**config.mk**
```make
export PLATFORM = sky130hd
export DESIGN_NAME = mux_scan_ctrl
export DESIGN_NICKNAME = d
export VERILOG_FILES = /design/src/rtl/mux_scan_pkg.sv /design/src/rtl/mux_scan_ctrl_dwell_timer.sv /design/src/rtl/mux_scan_ctrl.sv
export SDC_FILE = /design/constraint.sdc
export NUM_CORES = 1
export LEC_CHECK = 0
export ABC_AREA = 1
export CAP_MARGIN = 20
export CORE_MARGIN = 4
export CORE_UTILIZATION = 52
export CTS_CLUSTER_SIZE = 10
export DETAILED_ROUTE_END_ITERATION = 12
export PLACE_DENSITY = 0.81
export SYNTH_ARGS = -nofsm -noshare
export SYNTH_HDL_FRONTEND = slang
export SYNTH_HIERARCHICAL = 1
export SYNTH_SLANG_ARGS = --single-unit
export TNS_END_PERCENT = 10
```
**constraint.sdc**
```tcl
create_clock -name clk -period 2.35 [get_ports clk]
set_clock_uncertainty 0.05 [all_clocks]
set_input_delay 0.47 -clock clk [delete_from_list [all_inputs] [get_ports clk]]
set_output_delay 0.47 -clock clk [all_outputs]
set_load 0.02 [all_outputs]
```
**src/rtl/mux_scan_pkg.sv**
```systemverilog
// Shared types and defaults for the mux scan controller.
package mux_scan_pkg;

  typedef enum logic {IDLE = 1'b0, SCAN = 1'b1} state_t;

  localparam int N_CH_DEF  = 7;
  localparam int SEL_W_DEF = 3;
  localparam int DWELL_DEF = 4;

  // Dwell counter width; a 1-cycle dwell still needs a 1-bit counter.
  function automatic int dwell_cnt_w(input int dwell);
    return (dwell > 1) ? $clog2(dwell) : 1;
  endfunction

endpackage

```
**src/rtl/mux_scan_ctrl_dwell_timer.sv**
```systemverilog
// Counts cycles spent on one channel; last flags the dwell-final cycle.
module dwell_timer
  import mux_scan_pkg::*;
#(
  parameter int DWELL = DWELL_DEF
) (
  input  logic clk,
  input  logic rst_n,
  input  logic clear,
  input  logic en,
  output logic last
);

  localparam int CW = dwell_cnt_w(DWELL);
  localparam logic [CW-1:0] LAST_V = CW'(DWELL - 1);

  logic [CW-1:0] cnt;

  always_ff @(posedge clk or negedge rst_n) begin
    if (!rst_n) begin
      cnt <= '0;
    end else if (clear) begin
      cnt <= '0;
    end else if (en) begin
      cnt <= last ? '0 : cnt + CW'(1);
    end
  end

  assign last = (cnt == LAST_V);

endmodule

```
**src/rtl/mux_scan_ctrl.sv**
```systemverilog
// Steps the mux select over all channels, samples y at each dwell end and
// publishes one snapshot per scan over a valid/ready output.
module mux_scan_ctrl
  import mux_scan_pkg::*;
#(
  parameter int N_CH  = N_CH_DEF,
  parameter int SEL_W = SEL_W_DEF,
  parameter int DWELL = DWELL_DEF
) (
  input  logic             clk,
  input  logic             rst_n,
  input  logic             start,
  input  logic             cont,
  output logic [SEL_W-1:0] sel,
  input  logic             y,
  output logic [N_CH-1:0]  snap,
  output logic             snap_valid,
  input  logic             snap_ready,
  output logic             busy,
  output logic             overrun,
  output state_t           state_dbg
);

  // Handshake: snap is transferred on any edge with snap_valid && snap_ready;
  // snap and snap_valid hold while snap_ready is low, and a new load on the
  // transfer edge replaces the data and keeps snap_valid high.

  state_t          state, state_nxt;
  logic            last;
  logic            capture, sel_last, scan_end, load;
  logic [N_CH-1:0] shadow, candidate;

  assign capture  = (state == SCAN) && last;
  assign sel_last = (sel == SEL_W'(N_CH - 1));
  assign scan_end = capture && sel_last;
  assign load     = scan_end && (!snap_valid || snap_ready);
  assign busy     = (state == SCAN);
  assign state_dbg = state;

  dwell_timer #(.DWELL(DWELL)) u_dwell (
    .clk   (clk),
    .rst_n (rst_n),
    .clear (state == IDLE),
    .en    (state == SCAN),
    .last  (last)
  );

  always_ff @(posedge clk or negedge rst_n) begin
    if (!rst_n) state <= IDLE;
    else        state <= state_nxt;
  end

  always_comb begin
    state_nxt = state;
    case (state)
      IDLE: if (start) state_nxt = SCAN;
      SCAN: if (scan_end && !cont) state_nxt = IDLE;
      default: state_nxt = IDLE;
    endcase
  end

  // The final channel goes straight into the snapshot, bypassing shadow.
  always_comb begin
    candidate = shadow;
    candidate[N_CH-1] = y;
  end

  always_ff @(posedge clk or negedge rst_n) begin
    if (!rst_n) begin
      sel    <= '0;
      shadow <= '0;
    end else if (state == IDLE) begin
      sel <= '0;
    end else if (capture) begin
      shadow[sel] <= y;
      sel         <= sel_last ? '0 : sel + SEL_W'(1);
    end
  end

  always_ff @(posedge clk or negedge rst_n) begin
    if (!rst_n) begin
      snap       <= '0;
      snap_valid <= 1'b0;
      overrun    <= 1'b0;
    end else begin
      if (load) begin
        snap       <= candidate;
        snap_valid <= 1'b1;
      end else if (snap_valid && snap_ready) begin
        snap_valid <= 1'b0;
      end
      if (state == IDLE && start)      overrun <= 1'b0;
      else if (scan_end && !load)      overrun <= 1'b1;
    end
  end

endmodule

```
==> results of run 1 <==
per-layer routing:
metal | up-vias | global-route usage [%] | wire (µm)
met4 | 0 | 9.42 | 35
met3 | 4 | 3.56 | 77
met5 | - | 0 | 0
met2 | 11 | 24.6 | 796
met1 | 340 | 21.9 | 832
li1 | 391 | - | -
cell usage in the layout, fill, tap and decap left out:
cell type	count
a22o_1	1
clkbuf_1	1
ha_1	1
nand2_2	1
dfrtp_1	21
inv_1	11
nand3_1	14
o21ai_1	5
o21ai_0	1
nor2_1	6
nor2_4	1
nor2_2	3
a21oi_1	1
nand3_4	1
nand2_1	39
clkbuf_4	3
nand3b_1	1
buf_4	1
inv_2	1
clkdlybuf4s50_1	19
worst paths after layout:
check	start	end	slack, ns	cells after the start
min in group asynchronous	rst_n	snap[4]	0.45	2
max in group asynchronous	rst_n	u_dwell/cnt[0]	1.59	2
worst min register to register	u_dwell/cnt[1]	u_dwell/cnt[1]	0.44	2
worst max register to register	u_dwell/cnt[0]	snap[1]	0.99	6
worst min-delay path	u_dwell/cnt[1]	u_dwell/cnt[1]	0.44	2
worst max-delay path	busy	state_dbg	0.37	1
sequential cells by signal, indices dropped and copies added, names as in the netlist:
register and count:
busy 1, overrun 1, sel 3, shadow 6, snap 7, snap_valid 1, u_dwell/cnt 2
power by group:
part | internal [mW] | leakage, nW | switching [mW]
logic | 0.197 | 0.317 | 0.247
registers | 0.473 | 0.262 | 0.0978
clock network | 0.0661 | 0.0150 | 0.102
Yosys cell counts:
library cell	count
nand3b_1	1
ha_1	1
buf_4	1
nor2_2	3
dfrtp_1	21
nand2_1	39
inv_1	11
o21ai_0	1
nor2_4	1
inv_2	1
a21oi_1	1
nor2_1	6
nand3_1	14
nand2_2	1
o21ai_1	5
a22o_1	1
nand3_4	1
worst min-delay path, cell delays in order, from the launching register on:
cell	delay [ns]
dfrtp_1	0.36
nand2_1	0.05
nand2_1	0.05
final cells by class:
type | instances | area (µm²) | area share [%]
flip-flops and latches | 21 | 526 | 44.4
repair buffers | 20 | 198 | 16.7
inverters | 12 | 45.0 | 3.81
multi-input cells | 75 | 357 | 30.2
well taps | 25 | 31.3 | 2.65
clock buffers | 4 | 26.3 | 2.22
kinds of logic after synthesis:
group / synth area share (%)
flops: 56.2
fa+ha+maj: 1.34
simple gates: 32.1
compound gates: 4.68
buf+inv: 5.62
==> metrics, run 1 <==
Worst path max stage delay=0.66 ns; Final period util=84.5%; Placed Instances=153; synthesis warning total=6; Root Buffer=clkbuf_4; Final WS setup=0.365 ns; vias after detailed routing=746; io pins=20; Post-CTS Hold Fix Bufs=0; syn nets=116; RePlAce Congestion=0.796; first-pass GRT wire length=3.15 mm; final net count=140; Synth top area share=56.2%; DRT Pass-1 Iters=4; final global-route overflow total=0; Chip Height=50.4 µm; routed wire length=1.74 mm; status=complete, no violations; HPWL after detailed placement=1.32 mm; CTS HTree Levels=1; worst vdd ir=0.748 mV; initial core utilization=54.7%; Die ar.=0.00254 mm²; Pleak=0.594 nW; DIE WIDTH=50.4 µm; Max Root-Sink Buffers=2; TritonCTS buffer count=3; synthesized area=935 µm²; Finished Core Util=69.2%; crit path max fanout=8; MaxCap Viol Count=0; Clock Latency Late Sink=0.30 ns; ANT cells=0; dominant cell type by area after synthesis=dfrtp_1; vias in the first global route=718; final instance area=0.00118 mm²; Post-CTS Setup Bufs=0; CP required=1.83 ns; FILL cells=140; DR DRC count=0; Core Footprint=0.00171 mm²; Startpoint Class=flop; routed length per instance=11.1 µm; post-route ant nets=0; Worst Setup Path Type=reg -> out; Slew headroom=79.0%; final hold slack=0.439 ns; via/cell ratio=4.75; Max Freq=504 MHz; Least-Margin Pin Slew=0.314 ns; fin. max-slew vios=0; minimum clock period=1.98 ns; CP Buf/Inv Count=1; Unique masters post-synth=17; Top delay family on crit path=buffers and inverters; Port Buffers=19; Synth Instances=109; Setup TNS Final=0 ns; CP Capture Type=output pin; Critical-path top delay cell=clkdlybuf4s50_1; Layout Area Growth over Synthesis=26.5%; Initial DRC Count=7; FP Rows=15; Arr. time, crit path=1.46 ns; GRT Util Overall=16.4%; Post-Place Setup Slack=0.650 ns; worst path cell trace=clkdlybuf4s50_1; RSZ-0062 raised after global routing=false; dpl cell area=0.00116 mm²; worst hold path class=reg -> reg; Clock transition at path regs=0.10 ns; antenna violations before repair=0; endpoints failing hold=0; largest cells by area after synthesis=dfrtp_1, nand2_1, nand3_1, inv_1, o21ai_1; fin cells=157; total power=1.18 mW; cell area power density=1000 mW/mm²; TritonCTS clock tree=built; Resized cells post-CTS=0; Setup violations, final=0; Yosys reg bits=21; sequential area share after synthesis=56.2%; largest net degree at the start of global routing=22; layout cell share with drive strength beyond 1=8.33%; clock sink count=21; Mean Syn Cell Area=8.57 µm²
Power figures use the tool's default switching activity.
==> run 2, diff against run 1 <==
CORE_UTILIZATION = 44   (was 52)
PLACE_DENSITY = 0.73   (was 0.81)
clock period = 1.8 ns   (was 2.35 ns; I/O delays follow)
==> metrics, run 2 (synthesis gave the netlist of run 1 again) <==
routed wire length=1.75 mm (was 1.74 mm); MaxCap Viol Count=0 (unchanged); reg2reg path depth=6 (unchanged); Clock transition at path regs=0.11 ns (was 0.10 ns); CP required=1.39 ns (was 1.83 ns); Core Footprint=0.00198 mm² (was 0.00171 mm²); Worst path max stage delay=0.61 ns (was 0.66 ns); initial core utilization=47.2% (was 54.7%); final instance area=0.00119 mm² (was 0.00118 mm²); RePlAce Congestion=0.776 (was 0.796); Pleak=0.613 nW (was 0.594 nW); Chip Height=54.1 µm (was 50.4 µm); RSZ-0062 raised after global routing=false (unchanged); TritonCTS buffer count=3 (unchanged); RR Startpoint=u_dwell/cnt[0] (unchanged); Critical-path top delay cell=clkdlybuf4s50_1 (unchanged); endpoints failing hold=0 (unchanged); worst vdd ir=0.686 mV (was 0.748 mV); fin cells=160 (was 157); antenna violations before repair=0 (unchanged); FILL cells=173 (was 140); Final period util=93.6%; layout cell share with drive strength beyond 1=9.77% (was 8.33%); Post-CTS Hold Fix Bufs=0 (unchanged); Worst Setup Path Type=reg -> out (unchanged); FF-to-FF setup slack=0.43 ns (was 0.99 ns); cell area power density=1270 mW/mm² (was 1000 mW/mm²); io pins=20 (unchanged); final global-route overflow total=0 (unchanged); Layout Area Growth over Synthesis=27.8% (was 26.5%); via/cell ratio=4.79 (was 4.75); commonest non-fill, non-tap cell in the layout=nand2_1 (unchanged); fin. max-slew vios=0 (unchanged); largest net degree at the start of global routing=22 (unchanged); commonest non-fill, non-tap cells in the layout=nand2_1, dfrtp_1, nand3_1, clkdlybuf4s50_1, inv_1 (was nand2_1, dfrtp_1, clkdlybuf4s50_1); routed length per instance=11.0 µm (was 11.1 µm); Placed Instances=156 (was 153); HPWL after detailed placement=1.33 mm (was 1.32 mm); CTS HTree Levels=1 (unchanged); dpl cell area=0.00117 mm² (was 0.00116 mm²); Root Buffer=clkbuf_4 (unchanged); DRT Pass-1 Iters=4 (unchanged); Post-CTS Setup Bufs=0 (unchanged); Startpoint Class=flop (unchanged); Port Buffers=19 (unchanged); Initial DRC Count=10 (was 7); max reg flops=7 (unchanged); Max Freq=593 MHz; final net count=141 (was 140); Least-Margin Pin Slew=0.310 ns (was 0.314 ns); total power=1.51 mW (was 1.18 mW); DR DRC count=0 (unchanged); Top delay family on crit path=buffers and inverters (unchanged); GRT Util Overall=14.2% (was 16.4%); TritonCTS clock tree=built (unchanged); worst hold path class=in -> async (was reg -> reg); DIE WIDTH=54.1 µm (was 50.4 µm); Max Root-Sink Buffers=2 (unchanged); vias after detailed routing=767 (was 746); Die ar.=0.00293 mm² (was 0.00254 mm²); Slew headroom=79.3% (was 79.0%); Arr. time, crit path=1.28 ns (was 1.46 ns); status=complete, no violations (unchanged); CP Buf/Inv Count=1 (unchanged); Resized cells post-CTS=4 (was 0); FP Rows=16 (was 15); minimum clock period=1.69 ns; post-route ant nets=0 (unchanged); top flop regs=snap x7, shadow x6, sel x3 (unchanged); final hold slack=0.350 ns (was 0.439 ns); clock sink count=21 (unchanged); vias in the first global route=749 (was 718); CP Capture Type=output pin (unchanged); worst path cell trace=clkdlybuf4s50_1 (unchanged); Setup TNS Final=0 ns (unchanged); reg2reg end=snap[0] (was snap[1]); Top reg by flops=snap (unchanged); crit path max fanout=3 (was 8); Clock Latency Late Sink=0.29 ns (was 0.30 ns); ANT cells=0 (unchanged); first-pass GRT wire length=3.10 mm (was 3.15 mm); Setup violations, final=0 (unchanged)
-- run 2: layer usage --
metal | wire [µm] | global-route usage [%] | share of wire, %
met5 | 0 | 0 | 0
met4 | 10 | 3.73 | 0.57
met3 | 79 | 3.32 | 4.5
met2 | 850 | 25.6 | 49
met1 | 812 | 16.9 | 46
-- run 2: area by class of cell --
| cell class | instances | area [µm²] | share of cell area, % |
|---|---|---|---|
| Tap cell | 27 | 33.8 | 2.83 |
| Multi-Input combinational cell | 75 | 357 | 29.8 |
| Sequential cell | 21 | 527 | 44.1 |
| Timing Repair Buffer | 21 | 206 | 17.3 |
| Inverter | 12 | 45.0 | 3.77 |
| Clock buffer | 4 | 26.3 | 2.20 |
-- run 2: through the flow --
| step | util, % | setup WS [ns] |
|---|---|---|
| after global placement | 58.8 | 0.280 |
| final | 60.3 | 0.114 |
| after CTS | 60.0 | 0.00713 |
| after detailed placement | 58.8 | 0.267 |
| after floorplan | - | 0.517 |
| after global routing | 60.3 | 0.0470 |
-- run 2: worst max path at each step --
stage                          start  slack [ns]  cells after the start    endpoint
final                     snap_valid        0.11                      1  snap_valid
after global routing      snap_valid        0.05                      1  snap_valid
after CTS                       busy       0.007                      1        busy
after detailed placement        busy        0.27                      1   state_dbg
after global placement          busy        0.28                      1        busy
after floorplan                 busy        0.52                      5     snap[0]
-- run 2: power by group --
| group | leakage [nW] | internal [mW] | total, mW | switching, mW |
|---|---|---|---|---|
| combinational | 0.336 | 0.237 | 0.561 | 0.324 |
| clock | 0.0150 | 0.0860 | 0.215 | 0.129 |
| sequential | 0.262 | 0.618 | 0.737 | 0.119 |
| total | 0.613 | 0.941 | 1.51 | 0.572 |
==> run 3, diff against run 2 <==
ABC_AREA = not set   (was 1)
==> metrics, run 3 <==
GRT Util Overall=13.3% (was 14.2%); fin. max-slew vios=0 (unchanged); Mean Syn Cell Area=13.1 µm² (was 8.57 µm²); internal power=1.19 mW (was 941 µW); DIE WIDTH=54.0 µm (was 54.1 µm); XOR/XNOR share of the synthesized area=0% (unchanged); Initial DRC Count=9 (was 10); Logic pwr share=43.8% (was 37.1%); Max Freq=594 MHz (was 593 MHz); Synth Instances=71 (was 109); Root Buffer=clkbuf_4 (unchanged); adder-cell area share of the yosys netlist=1.34% (about the same); Simple-Gate Fraction of Synth Area=18.1% (was 32.1%); largest cells by area after synthesis=dfrtp_1, mux2_2, nor2_1, nand3b_4, nor3_4 (was dfrtp_1, nand2_1, nand3_1, inv_1, o21ai_1); final hold slack=0.347 ns (was 0.350 ns); crit path from=overrun (was snap_valid); Post-synth top cells=dfrtp_1, mux2_2, nor2_1 (was nand2_1, dfrtp_1, nand3_1); syn nets=78 (was 116); switching share of power=36.3% (was 37.8%); Final WS setup=0.117 ns (was 0.114 ns); CP required=1.39 ns (about the same); Post-CTS Hold Fix Bufs=0 (unchanged); antenna violations before repair=0 (unchanged); Startpoint Class=flop (unchanged); synthesis warning total=6 (unchanged); dominant cell type by area after synthesis=dfrtp_1 (unchanged); worst path cell trace=clkdlybuf4s50_1 (unchanged); top flop regs=snap x7, shadow x6, sel x3 (unchanged); layout cell share with drive strength beyond 1=28.7% (was 9.77%); final net count=102 (was 141); Post-Place Setup Slack=0.00297 ns (was 0.267 ns); crit path max fanout=2 (was 3); count leader, synth=dfrtp_1 (was nand2_1); Top delay family on crit path=buffers and inverters (unchanged); Finished Core Util=59.6% (was 60.3%); Pleak=0.521 nW (was 0.613 nW); Setup violations, final=0 (unchanged); RSZ-0062 raised after global routing=false (unchanged); RR Startpoint=u_dwell/cnt[0] (unchanged); reg2reg end=snap[1] (was snap[0]); final global-route overflow total=0 (unchanged); ys flop type=dfrtp_1 (unchanged); worst hold path class=in -> async (unchanged); sequential share of power=44.7% (was 48.7%); Least-Margin Pin Slew=0.367 ns (was 0.310 ns); Worst Setup Path Type=reg -> out (unchanged); CP Capture Type=output pin (unchanged); worst vdd ir=0.874 mV (was 0.686 mV); HPWL after detailed placement=1.13 mm (was 1.33 mm); Layout Area Growth over Synthesis=26.9% (was 27.8%); commonest non-fill, non-tap cell in the layout=dfrtp_1 (was nand2_1); reg2reg path depth=4 (was 6); sequential area share after synthesis=56.5% (was 56.2%); Switching Power=675 µW (was 572 µW); Slew headroom=75.5% (was 79.3%); Setup TNS Final=0 ns (unchanged); post-route ant nets=0 (unchanged); io pins=20 (unchanged); status=complete, no violations (unchanged); MaxCap Viol Count=0 (unchanged); Core Footprint=0.00198 mm² (unchanged); FF-to-FF setup slack=0.15 ns (was 0.43 ns); routed length per instance=12.8 µm (was 11.0 µm); Die ar.=0.00292 mm² (was 0.00293 mm²); largest net degree at the start of global routing=22 (unchanged); Port Buffers=19 (unchanged); TritonCTS buffer count=3 (unchanged); TritonCTS clock tree=built (unchanged); Top reg by flops=snap (unchanged); first-pass GRT wire length=2.77 mm (was 3.10 mm); clock sink count=21 (unchanged); synthesized area=931 µm² (was 935 µm²); dpl cell area=0.00116 mm² (was 0.00117 mm²); endpoints failing hold=0 (unchanged); DRT Pass-1 Iters=4 (unchanged); largest family of logic cells by synthesized area=simple AND/OR/NAND/NOR gates (unchanged); cell area power density=1570 mW/mm² (was 1270 mW/mm²); vias after detailed routing=614 (was 767); FILL cells=166 (was 173); RePlAce Congestion=0.705 (was 0.776); Clock Latency Late Sink=0.29 ns (about the same); commonest non-fill, non-tap cells in the layout=dfrtp_1, clkdlybuf4s50_1, mux2_2 (was nand2_1, dfrtp_1, nand3_1, clkdlybuf4s50_1, inv_1); Synth top area share=56.5% (was 56.2%); Final period util=93.5% (was 93.6%); Worst path max stage delay=0.62 ns (was 0.61 ns); Yosys reg bits=21 (unchanged); total power=1.86 mW (was 1.51 mW); DR DRC count=0 (unchanged); Max Root-Sink Buffers=2 (unchanged); ANT cells=0 (unchanged); Chip Height=54.0 µm (was 54.1 µm); CTS HTree Levels=1 (unchanged); CP Buf/Inv Count=1 (unchanged); max reg flops=7 (unchanged); via/cell ratio=5.07 (was 4.79); minimum clock period=1.68 ns (was 1.69 ns); Clk pwr share=11.5% (was 14.2%); Compound-Gate Fraction of Synth Area=5.51% (was 4.69%); mux cell area share after synthesis=16.8% (was 0%); Unique masters post-synth=27 (was 17); FP Rows=16 (unchanged); final instance area=0.00118 mm² (was 0.00119 mm²); fin cells=121 (was 160); EDFF count, synth=0 (unchanged); asr flop ratio synth=100% (unchanged); routed wire length=1.55 mm (was 1.75 mm); Clock transition at path regs=0.10 ns (was 0.11 ns); vias in the first global route=616 (was 749); Placed Instances=117 (was 156); initial core utilization=47.0% (was 47.2%); Arr. time, crit path=1.27 ns (was 1.28 ns); Critical-path top delay cell=clkdlybuf4s50_1 (unchanged)
-- run 3: changes by cell type after synthesis, moves of 3 or more --
cell	delta
nor3_1	+3
nand2_1	-37
mux2_2	+13
nor2_2	-3
nand3_1	-13
o21ai_1	-5
inv_1	-10
-- run 3: repair_timing --
action / 4_1_cts / 5_1_grt
setup endpoints to repair: 5 / 0
setup buffers: 0 / 0
gates resized for setup: 8 / 0
hold endpoints to repair: 0 / 0
-- run 3: power groups by stage --
stage	Combinational (mW)	Clock, mW	Sequential (mW)
2_1_floorplan	0.411	0	0.939
3_5_place_dp	0.849	0	0.838
3_3_place_gp	0.836	0	0.830
5_1_grt	0.891	0.253	0.865
4_1_cts	0.827	0.226	0.832
6_report	0.814	0.215	0.831
-- run 3: how the worst max path moves through the flow --
stage | end | slack (ns) | cells past startpoint
global route | snap[2] | 0.0007 | 4
finish | overrun | 0.12 | 1
global placement | snap[1] | 0.06 | 4
CTS | overrun | 0.1 | 1
floorplan | snap[6] | 0.17 | 5
detailed placement | snap[1] | 0.003 | 4
-- run 3: logic make-up (layout without fill, tap and decap cells) --
logic type,Yosys count,in the layout
AOI/OAI and AO/OA,7,7
buffers and inverters,3,26
muxes,14,14
and+or+nand+nor,25,25
adders and majority gates,1,1
DFF,21,21
-- run 3: area by class of cell --
cell class / instances / area (µm²) / area share, %
clock buffer: 4 / 26.3 / 2.22
sequential: 21 / 529 / 44.8
inverter: 1 / 3.75 / 0.318
multi-input combinational: 47 / 389 / 32.9
tap: 27 / 33.8 / 2.86
timing repair buffer: 21 / 199 / 16.8
-- run 3: per-layer routing --
| layer | global-route usage, % | vias to the layer above | wire, µm |
|---|---|---|---|
| li1 | - | 294 | - |
| met1 | 17.0 | 301 | 735 |
| met2 | 21.4 | 15 | 715 |
| met3 | 3.60 | 4 | 82 |
| met4 | 4.98 | 0 | 18 |
| met5 | 0 | - | 0 |
